--- config.mk ---
export PLATFORM = sky130hd
export DESIGN_NAME = fifo_sync_flags
export DESIGN_NICKNAME = d
export VERILOG_FILES = /design/src/rtl/fifo_sync_flags.sv
export SDC_FILE = /design/constraint.sdc
export NUM_CORES = 1
export LEC_CHECK = 0
export CAP_MARGIN = 20
export CORE_ASPECT_RATIO = 0.8
export CORE_MARGIN = 2
export CORE_UTILIZATION = 50
export DETAILED_ROUTE_END_ITERATION = 7
export HOLD_SLACK_MARGIN = 0.1
export PLACE_DENSITY_LB_ADDON = 0.25
export SLEW_MARGIN = 40
export SYNTH_ARGS = -nofsm -noshare
export SYNTH_HDL_FRONTEND = slang
export SYNTH_SLANG_ARGS = --single-unit
export TNS_END_PERCENT = 1
--- constraint.sdc ---
create_clock -name clk -period 3.9 [get_ports clk]
set_clock_uncertainty 0.2 [all_clocks]
set_input_delay 0.39 -clock clk [delete_from_list [all_inputs] [get_ports clk]]
set_output_delay 0.39 -clock clk [all_outputs]
set_load 0.05 [all_outputs]
--- src/rtl/fifo_sync_flags.sv ---
// Single-clock FIFO with arbitrary DEPTH, programmable almost-full/almost-empty levels and overflow/underflow pulses.
// Define FIFO_SYNC_FWFT_EN for first-word-fall-through reads; otherwise data_out is registered with 1-clock latency.
module fifo_sync_flags #(
    parameter int DEPTH    = 8,
    parameter int WIDTH    = 8,
    parameter int AF_LEVEL = 6,
    parameter int AE_LEVEL = 1,
    localparam int CW      = $clog2(DEPTH) + 1,
    localparam int PW      = $clog2(DEPTH)
) (
    input  logic             clk,
    input  logic             rst,
    input  logic             wr_en,
    input  logic [WIDTH-1:0] data_in,
    input  logic             rd_en,
    output logic [WIDTH-1:0] data_out,
    output logic             full,
    output logic             empty,
    output logic             almost_full,
    output logic             almost_empty,
    output logic [CW-1:0]    counter_status,
    output logic             overflow,
    output logic             underflow
);

    logic [WIDTH-1:0] mem_q [DEPTH];
    logic [PW-1:0]    wr_ptr_q, wr_ptr_d;
    logic [PW-1:0]    rd_ptr_q, rd_ptr_d;
    logic [CW-1:0]    count_q, count_d;
    logic             full_q, empty_q, almost_full_q, almost_empty_q;
    logic             overflow_q, underflow_q;
    logic             rd_acc, wr_acc;

    // A write into a full FIFO is still accepted when a read frees the head slot in the same cycle.
    always_comb begin
        rd_acc   = rd_en & ~empty_q;
        wr_acc   = wr_en & (~full_q | rd_acc);

        wr_ptr_d = wr_ptr_q;
        if (wr_acc) begin
            wr_ptr_d = (wr_ptr_q == PW'(DEPTH - 1)) ? '0 : wr_ptr_q + PW'(1);
        end

        rd_ptr_d = rd_ptr_q;
        if (rd_acc) begin
            rd_ptr_d = (rd_ptr_q == PW'(DEPTH - 1)) ? '0 : rd_ptr_q + PW'(1);
        end

        count_d = count_q;
        if (wr_acc && !rd_acc) begin
            count_d = count_q + CW'(1);
        end else if (rd_acc && !wr_acc) begin
            count_d = count_q - CW'(1);
        end
    end

    always_ff @(posedge clk) begin
        if (!rst && wr_acc) begin
            mem_q[wr_ptr_q] <= data_in;
        end
    end

    always_ff @(posedge clk) begin
        if (rst) begin
            wr_ptr_q       <= '0;
            rd_ptr_q       <= '0;
            count_q        <= '0;
            full_q         <= 1'b0;
            empty_q        <= 1'b1;
            almost_full_q  <= 1'b0;
            almost_empty_q <= 1'b1;
            overflow_q     <= 1'b0;
            underflow_q    <= 1'b0;
        end else begin
            wr_ptr_q       <= wr_ptr_d;
            rd_ptr_q       <= rd_ptr_d;
            count_q        <= count_d;
            full_q         <= (count_d == CW'(DEPTH));
            empty_q        <= (count_d == '0);
            almost_full_q  <= (count_d >= CW'(AF_LEVEL));
            almost_empty_q <= (count_d <= CW'(AE_LEVEL));
            overflow_q     <= wr_en & ~wr_acc;
            underflow_q    <= rd_en & empty_q;
        end
    end

`ifdef FIFO_SYNC_FWFT_EN
    // Head word is shown directly; zero while empty so reset still presents 0.
    assign data_out = empty_q ? '0 : mem_q[rd_ptr_q];
`else
    logic [WIDTH-1:0] data_out_q;

    always_ff @(posedge clk) begin
        if (rst) begin
            data_out_q <= '0;
        end else if (rd_acc) begin
            data_out_q <= mem_q[rd_ptr_q];
        end
    end

    assign data_out = data_out_q;
`endif

    assign full           = full_q;
    assign empty          = empty_q;
    assign almost_full    = almost_full_q;
    assign almost_empty   = almost_empty_q;
    assign counter_status = count_q;
    assign overflow       = overflow_q;
    assign underflow      = underflow_q;

endmodule
# Yosys cells after proc, flatten, opt, wreduce, memory -nomap -nowiden

Memories as Yosys holds them, arrays and structs flattened. A register that Yosys moved wholly into a read port is not among the register bits.
Index checks and enable logic that the tools add are counted.

$add $sub $neg: 4
Mux-type cells: 6
$lt $le $gt $ge: 2
Bitwise logic cells: 8
Equal/unequal tests: 3
Reductions and logical operators: 7

Operators by type and width:

| operator                                                                             | count |
|---|---|
| 4-bit 2-to-1 mux                                                                     | 2 |
| 3-bit by 1-bit adder with 3-bit output (second input constant)                       | 2 |
| 3-bit equality test (second input constant)                                          | 2 |
| 3-bit 2-to-1 mux                                                                     | 2 |
| 4-bit by 1-bit adder with 4-bit output (second input constant)                       | 1 |
| 1-bit AND                                                                            | 4 |
| 4-bit equality test (second input constant)                                          | 1 |
| 4-bit by 3-bit greater-or-equal comparator with 1-bit output (second input constant) | 1 |
| 4-bit by 1-bit less-or-equal comparator with 1-bit output (second input constant)    | 1 |
| 4-bit logical NOT                                                                    | 1 |
| 4-bit by 1-bit subtractor with 4-bit output (second input constant)                  | 1 |
| 1-bit logical AND                                                                    | 3 |
| 1-bit logical NOT                                                                    | 3 |
| 1-bit NOT                                                                            | 3 |
| 1-bit 2-to-1 mux                                                                     | 2 |
| 1-bit bitwise OR                                                                     | 1 |

Memories kept: 1
Bits of input ports: 12
Word-level logic and storage cells: 40
Bits in writable memories: 64
Flip-flop bits (word level): 16

Memories:

| memory | depth | bits a word | read ports | clocked after Yosys merged registers in | wr ports | line | source |
|---|---|---|---|---|---|---|---|
| mem_q  | 8     | 8           | 1          | 1                                       | 1        | 26   | `logic [WIDTH-1:0] mem_q [DEPTH];` |

# Longest topological paths before layout

Depth in word-level cells: 9
Mapped depth: 7

# Worst setup path before layout

Ideal clock, no wire load.

Path kind: flip-flop to flip-flop
Start point: reg empty_q (netlist: empty)
End point: mem mem_q[0][0] (enable)
Arrival: 1,965 ps
Buffers on the path: 0
Data required time: 3,317 ps
Period minus slack after synthesis: 2,549 ps
Stages on the path, launching flop included: 5
Setup time: 383 ps
Path slack: 1,351 ps
Cell sequence: dfxtp_1 -> and2b_1 -> o21ai_1 -> or3_1 -> nor3_1

Longest elaborated chain between the ends: 7

Ends and longest elaborated chain:

| what                                   | line | source |
|---|---|---|
| from (decl)                            | 30   | `logic full_q, empty_q, almost_full_q, almost_empty_q;` |
| from (signal assigned)                 | 79   | `empty_q <= (count_d == '0);` |
| 1-bit NOT                              | 36   | `rd_acc = rd_en & ~empty_q;` |
| 1-bit AND                              | 36   |  |
| 1-bit bitwise OR                       | 37   | `wr_acc = wr_en & (~full_q \| rd_acc);` |
| 1-bit AND                              | 37   |  |
| 1-bit logical AND                      | 58   | `if (!rst && wr_acc) begin` |
| 1-bit 2-to-1 mux                       | 58   |  |
| 1-bit 2-to-1 mux (implied by the code) | 59   | `mem_q[wr_ptr_q] <= data_in;` |
| to (decl)                              | 26   |  |

Every way passes these cells.

# Final worst setup path

Start point: in rd_en
End point: mem mem_q[4][0] (enable)

Longest elaborated chain between the ends: 6

Ends and longest elaborated chain:

| what                                   | line | source |
|---|---|---|
| from (decl)                            | 15   | `input logic rd_en,` |
| 1-bit AND                              | 36   |  |
| 1-bit bitwise OR                       | 37   |  |
| 1-bit AND                              | 37   |  |
| 1-bit logical AND                      | 58   |  |
| 1-bit 2-to-1 mux                       | 58   |  |
| 1-bit 2-to-1 mux (implied by the code) | 59   |  |

Every way passes these cells.

==> flow_summary_export.csv <==
group,metric,value,unit
run_status,status,"finished clean",
global_route,track_usage,18.6,%
hold_path,hold_path.class,"register to register",
routing,drt_iter0_drc,188,
logic_synthesis,synth_top_area_cell,"edfxtp_1",
setup_path,end_kind,"register",
clock_network,cts.repair.resized,0,
placement,dpl-instance-area,0.00384,sq mm
logic_synthesis,synth-edff-count,64,
setup_path,crit_type,"input port to register",
setup_path,critPathMaxFanout,23,
global_route,grt_max_degree,25,
sta,rsz0062_at_grt,"false",
flow_run,drv_cap,0,
layout,multi_input_comb_area,988,sq um
sta,hold_ws,0.292,ns
sta,drv_slew,0,
floorplanning,rows,27,
clock_network,cts_buffers,9,
global_route,overflow,0,
setup_path,cp_slowest_cell,"nor2_1",
layout,drive_above_1_share,16.9,%
routing,antenna_left,0,
pwr,peakVddDrop,0.314,mV
logic_synthesis,synth_seq_cells,88,
routing,drc_errors,0,
floorplanning,fp.dieH,78.3,um
placement,numPortBuffers,29,
global_route,grt_pass1_wl,10.1,mm
setup_path,path_cells,"clkdlybuf4s50_1 > and2b_1 > buf_4 > o21ai_1 > or3_1 > nor2_1",
layout,seq_area,0.00240,sq mm
setup_path,crit_buf_inv,2,
routing,viasPerCell,5.44,
logic_synthesis,ys_warn_count,0,
setup_path,cp_slowest_stage_delay,0.54,ns
setup_path,critPathLaunchType,"input port",
global_route,first_global_vias,1758,
pwr,total_leakage_power,0.00135,uW
floorplanning,die_w,96.9,um
clock_network,cts_tree,"built",
floorplanning,core_area,0.00679,sq mm
logic_synthesis,synth_cell_types,36,
routing,vias,1828,
routing,firstDrtPassIters,4,
logic_synthesis,seq_area_frac_synth,69.6,%
setup_path,critPathTopFamily,"simple AND/OR/NAND/NOR gates",
setup_path,worstPathArrival,2.50,ns
logic_synthesis,synthTopCellsByArea,"edfxtp_1 (56%), dfxtp_1 (14%), mux4_2 (10%)",
routing,routed_wl,6.28,mm
layout,final_cell_mix,"edfxtp_1 (64), clkdlybuf4s50_1 (29), dfxtp_1 (24)",
clock_network,post-cts-setup-buffer-count,0,
clock_network,clk_latency,0.35,ns
clock_network,clkTransAtPathRegs,0.09,ns
sta,fin_crit,2.71,ns
sta,setup_tns,0,ns
sta,fin_crit_sh,69.4,%
floorplanning,pin_count,30,
layout,nFillCells,519,
clock_network,clk_path_buf_depth,2,
logic_synthesis,syn-num-nets,226,
layout,nets,262,
logic_synthesis,netlist_instances,208,
logic_synthesis,synth_area_per_cell,16.6,sq um
layout,diodes,0,
setup_path,worstPathRequired,3.69,ns
placement,dpl.hpwl,4.43,mm
sta,hold_viol_final,0,
floorplanning,initial_core_util,50.8,%
layout,final_cell_area,0.00406,sq mm
sta,worstMarginPinSlew,0.771,ns
logic_synthesis,synth_top_cell_area_share,55.7,%
logic_synthesis,ys.flop_type,"edfxtp_1",
layout,area_growth,17.6,%
setup_path,reg2reg_slack,1.33,ns
layout,layout_commonest_cell,"edfxtp_1",
logic_synthesis,syn_area,0.00345,sq mm
clock_network,cts_max_level,3,
sta,slew_headroom,48.5,%
floorplanning,dieArea,0.00758,sq mm
placement,finalWeightedCongestion,0.820,
clock_network,cts.sinks,88,
pwr,powerDensity,567,mW/mm^2
routing,post_drt_wl_per_cell,18.7,um
global_route,antenna_found_initial,0,
sta,maxClockFrequency,0.369,GHz
sta,setup_violations,0,
clock_network,ctsHoldBuffers,0,
clock_network,cts_root_buf,"clkbuf_8",
logic_synthesis,async_flop_share,0,%
-- area by class of cell --
class                           count  area share, %
Clock buffer                       10           3.39
Tap cell                           87           2.68
Inverter                            4          0.370
Timing Repair Buffer               34           8.08
Multi-Input combinational cell    107           24.4
Clock inverter                      6           1.85
Sequential cell                    88           59.2
-- flip-flops by register name, summed over array words and instances, names as in the netlist, 3 cells and up --
name            cells
rd_ptr_q            3
wr_ptr_q            3
mem_q              64
data_out            8
counter_status      4
-- final timing paths --
check | depth (start not counted) | start | to
max | 6 | rd_en | mem_q[4][0]
max reg2reg | 5 | empty | mem_q[4][0]
min | 2 | empty | underflow
min reg2reg | 2 | empty | underflow
-- Yosys cell counts, types with 2 or more instances --
| cell type | count |
|---|---|
| nor2b_1 | 3 |
| inv_1 | 4 |
| mux4_2 | 16 |
| buf_2 | 2 |
| edfxtp_1 | 64 |
| buf_4 | 2 |
| dfxtp_1 | 24 |
| ha_1 | 6 |
| nand2b_1 | 4 |
| nor2_1 | 21 |
| clkbuf_1 | 3 |
| a211oi_1 | 8 |
| a21oi_1 | 6 |
| buf_1 | 2 |
| nor3_1 | 5 |
| mux2_2 | 2 |
| mux2i_1 | 11 |
| nor4_1 | 2 |
| nand2_1 | 6 |
-- tightest hold or removal path: cells and delay by family, from the launching register on --
kind	cells	cell delay (ns)
DFF	1	0.35
and+or+nand+nor	2	0.11
-- stage by stage --
stage | instances | utilization (%) | total power (uW) | setup slack, ns
3_5_place_dp | 320 | 56.6 | 1680 | 0.832
2_1_floorplan | 208 | - | 1520 | 1.35
6_report | 336 | 59.7 | 2300 | 1.19
4_1_cts | 336 | 59.7 | 2320 | 1.21
3_3_place_gp | 320 | 56.6 | 1680 | 0.855
5_1_grt | 336 | 59.7 | 2410 | 1.04
-- logic make-up (layout without fill, tap and decap cells) --
| group | Yosys count | after routing | synth area share [%] |
|---|---|---|---|
| buffers and inverters | 13 | 54 | 1.70 |
| xor gates and xnor gates | 2 | 2 | 0.508 |
| and+or+nand+nor | 51 | 51 | 7.87 |
| adders and majority gates | 6 | 6 | 2.18 |
| AOI/OAI and AO/OA | 18 | 18 | 3.48 |
| muxes | 30 | 30 | 14.6 |
| DFF | 88 | 88 | 69.6 |
-- power by group --
group | switching (uW) | internal (uW)
combinational | 324 | 225
clock | 322 | 322
sequential | 43.7 | 1060
-- layer usage --
metal	vias up	GRT usage (%)	routed length, um
li1	873	-	-
met1	875	30.4	3070
met2	75	24.0	2570
met3	5	5.88	597
met4	0	4.23	43
met5	-	0	0
(Power assumes the default switching activity.)
